`config.mk`:
```
export PLATFORM = sky130hd
export DESIGN_NAME = counter_seq_ctrl_flat
export DESIGN_NICKNAME = d
export VERILOG_FILES = /design/src/rtl/counter_seq_ctrl_if.sv /design/src/rtl/counter_seq_ctrl.sv /design/src/flat_wrapper.sv
export SDC_FILE = /design/constraint.sdc
export NUM_CORES = 1
export LEC_CHECK = 0
export ABC_AREA = 1
export CAP_MARGIN = 20
export CORE_MARGIN = 3
export CORE_UTILIZATION = 43
export CTS_CLUSTER_SIZE = 24
export DETAILED_ROUTE_END_ITERATION = 10
export PLACE_DENSITY = 0.8
export SLEW_MARGIN = 5
export SYNTH_ARGS = -nofsm -noshare
export SYNTH_HDL_FRONTEND = slang
export SYNTH_SLANG_ARGS = --single-unit
```
`constraint.sdc`:
```
create_clock -name clk -period 1.35 [get_ports clk]
set_input_delay 0.27 -clock clk [delete_from_list [all_inputs] [get_ports clk]]
set_output_delay 0.27 -clock clk [all_outputs]
set_load 0.05 [all_outputs]
```
`src/rtl/counter_seq_ctrl_if.sv`:
```
// Control/status bundle for counter_seq_ctrl: sequence commands in, count and status out.
interface counter_seq_ctrl_if #(
  parameter int WIDTH = 4,
  parameter int RC_W  = 8
);
  logic             start;
  logic             abort;
  logic             pause;
  logic             dir;
  logic [WIDTH-1:0] load_val;
  logic [WIDTH-1:0] q;
  logic             busy;
  logic             tc;
  logic             done;
  logic [RC_W-1:0]  reload_cnt;

  modport master (output start, abort, pause, dir, load_val,
                  input  q, busy, tc, done, reload_cnt);
  modport slave  (input  start, abort, pause, dir, load_val,
                  output q, busy, tc, done, reload_cnt);
endinterface

```
`src/rtl/counter_seq_ctrl.sv`:
```
// Loadable up/down sequence counter with pause/abort and a registered terminal-count pulse.
// COUNTER_SEQ_AUTO_RELOAD_EN: reload load_val at terminal and count reloads instead of stopping in DONE.
module counter_seq_ctrl #(
  parameter int WIDTH = 4,
  parameter int RC_W  = 8
) (
  input  logic               clk,
  input  logic               r,
  counter_seq_ctrl_if.slave  bus
);

  typedef enum logic [2:0] {IDLE, LOAD, RUN, PAUSE, DONE} state_t;

  state_t           state, state_nxt;
  logic [WIDTH-1:0] q_r, q_nxt, load_l, load_nxt;
  logic             dir_l, dir_nxt;
  logic             tc_r, tc_nxt;
  logic             armed;
  logic             at_term;
  logic [RC_W-1:0]  rc_r;
`ifdef COUNTER_SEQ_AUTO_RELOAD_EN
  logic [RC_W-1:0]  rc_nxt;
`endif

  assign at_term = dir_l ? (q_r == '1) : (q_r == '0);

  // The first edge after r rises only arms the block; inputs are sampled from the next edge on.
  always_ff @(posedge clk or negedge r) begin
    if (!r) armed <= 1'b0;
    else    armed <= 1'b1;
  end

  always_ff @(posedge clk or negedge r) begin
    if (!r) begin
      state  <= IDLE;
      q_r    <= '0;
      load_l <= '0;
      dir_l  <= 1'b0;
      tc_r   <= 1'b0;
    end else if (armed) begin
      state  <= state_nxt;
      q_r    <= q_nxt;
      load_l <= load_nxt;
      dir_l  <= dir_nxt;
      tc_r   <= tc_nxt;
    end
  end

`ifdef COUNTER_SEQ_AUTO_RELOAD_EN
  always_ff @(posedge clk or negedge r) begin
    if (!r)         rc_r <= '0;
    else if (armed) rc_r <= rc_nxt;
  end
`else
  assign rc_r = '0;
`endif

  always_comb begin
    state_nxt = state;
    q_nxt     = q_r;
    load_nxt  = load_l;
    dir_nxt   = dir_l;
    tc_nxt    = 1'b0;
`ifdef COUNTER_SEQ_AUTO_RELOAD_EN
    rc_nxt    = rc_r;
`endif
    if (bus.abort) begin
      state_nxt = IDLE;
      q_nxt     = '0;
    end else begin
      unique case (state)
        IDLE, DONE: if (bus.start) begin
          state_nxt = LOAD;
          dir_nxt   = bus.dir;
          load_nxt  = bus.load_val;
`ifdef COUNTER_SEQ_AUTO_RELOAD_EN
          rc_nxt    = '0;
`endif
        end
        LOAD: begin
          state_nxt = RUN;
          q_nxt     = load_l;
        end
        RUN: begin
          if (bus.pause) begin
            state_nxt = PAUSE;
          end else if (at_term) begin
            tc_nxt = 1'b1;
`ifdef COUNTER_SEQ_AUTO_RELOAD_EN
            q_nxt  = load_l;
            if (rc_r != '1) rc_nxt = rc_r + RC_W'(1);
`else
            state_nxt = DONE;
`endif
          end else begin
            q_nxt = dir_l ? q_r + WIDTH'(1) : q_r - WIDTH'(1);
          end
        end
        PAUSE: if (!bus.pause) state_nxt = RUN;
        default: state_nxt = IDLE;
      endcase
    end
  end

  assign bus.q          = q_r;
  assign bus.tc         = tc_r;
  assign bus.busy       = (state == LOAD) || (state == RUN) || (state == PAUSE);
  assign bus.done       = (state == DONE);
  assign bus.reload_cnt = rc_r;

endmodule

```
`src/flat_wrapper.sv`:
```
// flat-port wrapper written by rule: the top's interface ports become plain ports
module counter_seq_ctrl_flat 
#(
  parameter int WIDTH = 4,
  parameter int RC_W  = 8
)
  (clk, r, bus_start, bus_abort, bus_pause, bus_dir, bus_load_val, bus_q, bus_busy, bus_tc, bus_done, bus_reload_cnt);
  counter_seq_ctrl_if #(.WIDTH(WIDTH), .RC_W(RC_W)) bus_i ();
  input  logic clk;
  input  logic r;
  input wire logic [$bits(bus_i.start)-1:0] bus_start;
  input wire logic [$bits(bus_i.abort)-1:0] bus_abort;
  input wire logic [$bits(bus_i.pause)-1:0] bus_pause;
  input wire logic [$bits(bus_i.dir)-1:0] bus_dir;
  input wire logic [$bits(bus_i.load_val)-1:0] bus_load_val;
  output wire logic [$bits(bus_i.q)-1:0] bus_q;
  output wire logic [$bits(bus_i.busy)-1:0] bus_busy;
  output wire logic [$bits(bus_i.tc)-1:0] bus_tc;
  output wire logic [$bits(bus_i.done)-1:0] bus_done;
  output wire logic [$bits(bus_i.reload_cnt)-1:0] bus_reload_cnt;
  assign bus_i.start = bus_start;
  assign bus_i.abort = bus_abort;
  assign bus_i.pause = bus_pause;
  assign bus_i.dir = bus_dir;
  assign bus_i.load_val = bus_load_val;
  assign bus_q = bus_i.q;
  assign bus_busy = bus_i.busy;
  assign bus_tc = bus_i.tc;
  assign bus_done = bus_i.done;
  assign bus_reload_cnt = bus_i.reload_cnt;
  counter_seq_ctrl #(.WIDTH(WIDTH), .RC_W(RC_W)) u_core (.clk(clk), .r(r), .bus(bus_i));
endmodule
```
==> flow_summary_export.csv <==
group,metric,value,unit
yosys,synthAdderAreaFrac,4.74,%
yosys,synthFlopType,"dfrtp_1",
floorplanning,dieWidth,53.0,um
floorplanning,core,2020,um2
worst_hold_path,hold_path_class,"input port to async pin",
grt,use_met3,1.69,%
worst_setup_path,path_delay_family,"flip-flops",
worst_setup_path,cp_slowest_cell,"dfrtp_2",
yosys,synth_cells,120,
yosys,synth_top_family_by_area,"simple AND/OR/NAND/NOR gates",
place,dp.cells,176,
worst_setup_path,crit_top_cell,"nor2_4",
timing,period_share,105,%
clock_tree,clkSinkCount,14,
status,status,"finished, violations left",
worst_setup_path,path_buf_inv,2,
timing,setup_slack,-62.1,ps
detailed_routing,drt_pre_antenna_iters,4,
grt,grt_pass1_vias,855,
yosys,yosys_warnings,0,
timing,fin_crit,1410,ps
status,failed_checks,"negative setup slack",
grt,grt_usage,18.4,%
clock_tree,cts_hold_buf,0,
floorplanning,die_h,53.0,um
worst_setup_path,endpoint_kind,"output port",
timing,skew,5.76,ps
worst_setup_path,worstPathRequired,1080,ps
clock_tree,cts_tree,"built",
timing,slew_violations,0,
place,gp_congestion,0.832,
final_layout,syn2layout_area_growth,48.3,%
detailed_routing,drtAntennaViolNets,0,
final_layout,nFillCells,159,
worst_setup_path,start_kind,"flip-flop",
timing,hold_viol_final,0,
timing,rsz0062_at_grt,"yes",
grt,gr-total-overflow,0,
place,io_buffers,16,
worst_setup_path,worstPathCellList,"nor2_4, inv_2, nor2_4, buf_12",
power,ir_drop,1.43,mV
timing,fin_hold_ws,292,ps
power,p_total,2940,uW
yosys,netlist_area,951,um2
final_layout,drive_gt1_share,37.2,%
yosys,synth_edf_count,0,
detailed_routing,via_count,896,
worst_setup_path,cp_slowest_stage_delay,430,ps
job,cap_violations,0,
final_layout,nets,170,
grt,use_met1,22.3,%
yosys,syn_avg_cell_area,7.92,um2
timing,setup-violations-final,3,
floorplanning,pin_count,25,
yosys,muxShareOfSynthArea,2.37,%
yosys,synth.area.top_cells,"dfrtp_1 (37%), nand2_1 (12%), buf_4 (6.3%)",
yosys,synth-simple-area-share,37.1,%
timing,fmax,708,MHz
final_layout,fin_util,69.7,%
clock_tree,clkLatencyLatePin,280,ps
worst_setup_path,critPathMaxFanout,3,
worst_setup_path,arrival,1140,ps
grt,busiest_layer,"met2",
final_layout,final_cells,183,
detailed_routing,drt-wirelength-per-cell,11.9,um
detailed_routing,dr.first_iter.drc_count,13,
yosys,yosysSeqAreaShare,36.8,%
grt,antenna_found_initial,0,
floorplanning,rows,16,
detailed_routing,drcViolationCount,0,
grt,use_met2,32.2,%
clock_tree,numCtsBuffers,3,
detailed_routing,wl,2180,um
place,pre_cts_ws,-181,ps
yosys,synth_largest_area_cell,"dfrtp_1",
yosys,synth_top_area_share,36.8,%
grt,grt_pass1_wl,3680,um
floorplanning,dieArea,2810,um2
final_layout,n_antenna_cell,0,
floorplanning,start_util,47.0,%
grt,grt_max_degree,15,
clock_tree,clkSlewWorstSetupHoldPaths,90,ps
place,hpwlAfterDp,1790,um
yosys,synth_compound_area_share,5.79,%
yosys,synth_xor_area_share,0.921,%
clock_tree,ctsHtreeMaxLevel,1,
clock_tree,root_buffer,"clkbuf_4",
detailed_routing,viasPerCell,4.90,
power,power.leakage,0.000662,uW
clock_tree,clock_path_buffers,2,
power,p_per_area,2080,nW/um2
yosys,async_reset_ff_share,100,%
worst_setup_path,crit_type,"flip-flop to output port",
yosys,ys_types,25,
yosys,synth-seq-cells,14,
[flip-flops by register name, indices dropped and copies added, names as in the netlist]
signal         cells
u_core.armed       1
u_core.state       3
u_core.dir_l       1
u_core.bus.q       4
u_core.bus.tc      1
u_core.load_l      4
[final cells by class]
class	count	area [um2]	share of cell area, %
inverters	13	48.8	3.46
flip-flops and latches	14	357	25.3
well taps	27	33.8	2.40
repair buffers	33	358	25.4
clock buffers	4	26.3	1.86
multi-input cells	92	587	41.6
[what timing repair did]
action / CTS / global route
pin swaps: 4 / 6
setup buffers: 3 / 0
endpoints found under the setup margin: 6 / 10
gates resized for setup: 5 / 6
[stage by stage]
step	TNS [ps]	cell area (um2)
3_5_place_dp	-1470	1320
6_report	-93.9	1410
4_1_cts	-76.1	1380
2_1_floorplan	-72.7	1010
3_3_place_gp	-1040	1320
5_1_grt	-559	1410
[Yosys cell counts, types with 3 or more instances]
cell and count:
inv_2 3, nand4_1 5, inv_1 10, dfrtp_1 14
nand3_1 6, a21oi_1 3, buf_4 8, nand2_1 30
nor2_2 4, nor2_1 14, o21ai_0 3
[report_power, final]
part / total (uW) / switching [uW] / leakage (uW) / internal [uW]
registers: 738 / 155 / 0.000167 / 583
clock network: 248 / 133 / 0.0000150 / 115
logic: 1950 / 1070 / 0.000480 / 882
total: 2940 / 1360 / 0.000662 / 1580
[worst reg2reg max path: cells and delay by family, from the launching register on]
kind	cells	cell delay, ps
adders and majority gates	1	460
DFF	1	420
AOI/OAI and AO/OA	2	240
buffers and inverters	1	140
[final timing paths]
kind / startpoint / to / slack [ps] / depth (start not counted)
setup / recovery: u_core.state[1] / bus_done / -60 / 4
hold / removal: r / u_core.bus.q[0] / 290 / 2
setup reg to reg: u_core.dir_l / u_core.bus.q[1] / -30 / 4
hold reg to reg: u_core.load_l[0] / u_core.load_l[0] / 520 / 1
max in group asynchronous: r / u_core.bus.q[1] / 870 / 2
min in group clk: u_core.load_l[0] / u_core.load_l[0] / 520 / 1
[cell usage in the layout (no fill, tap or decap)]
| master | synthesis | layout |
|---|---|---|
| a21oi_1 | 3 | 3 |
| buf_12 | 0 | 7 |
| buf_4 | 8 | 17 |
| clkbuf_1 | 0 | 1 |
| clkbuf_4 | 0 | 3 |
| clkdlybuf4s50_1 | 0 | 9 |
| conb_1 | 2 | 9 |
| dfrtp_1 | 14 | 9 |
| dfrtp_2 | 0 | 5 |
| fa_2 | 0 | 1 |
| ha_4 | 0 | 2 |
| inv_1 | 10 | 8 |
| inv_2 | 3 | 5 |
| mux2_1 | 1 | 1 |
| mux2_2 | 1 | 1 |
| nand2_1 | 30 | 29 |
| nand2_2 | 1 | 2 |
| nand3_1 | 6 | 5 |
| nand3_2 | 2 | 2 |
| nand3_4 | 2 | 3 |
| nand4_1 | 5 | 5 |
| nand4_4 | 0 | 1 |
| nor2_1 | 14 | 11 |
| nor2_2 | 4 | 5 |
| nor2_4 | 1 | 3 |
| nor3_4 | 1 | 1 |
| o211ai_1 | 2 | 2 |
| o21ai_0 | 3 | 1 |
| o21ai_1 | 2 | 4 |
| xor2_1 | 1 | 1 |
[kinds of logic after synthesis]
kind of cell               count (synthesis)
AOI/OAI and AO/OA                         10
xor gates and xnor gates                   1
adders and majority gates                  3
buffers and inverters                     21
DFF                                       14
muxes                                      2
other                                      2
and+or+nand+nor                           67
[per-layer routing]
| layer | part of all wire (%) | wire [um] |
|---|---|---|
| met5 | 0 | 0 |
| met4 | 1.8 | 40 |
| met3 | 5.3 | 116 |
| met2 | 51 | 1110 |
| met1 | 42 | 915 |
(Power assumes the default switching activity.)
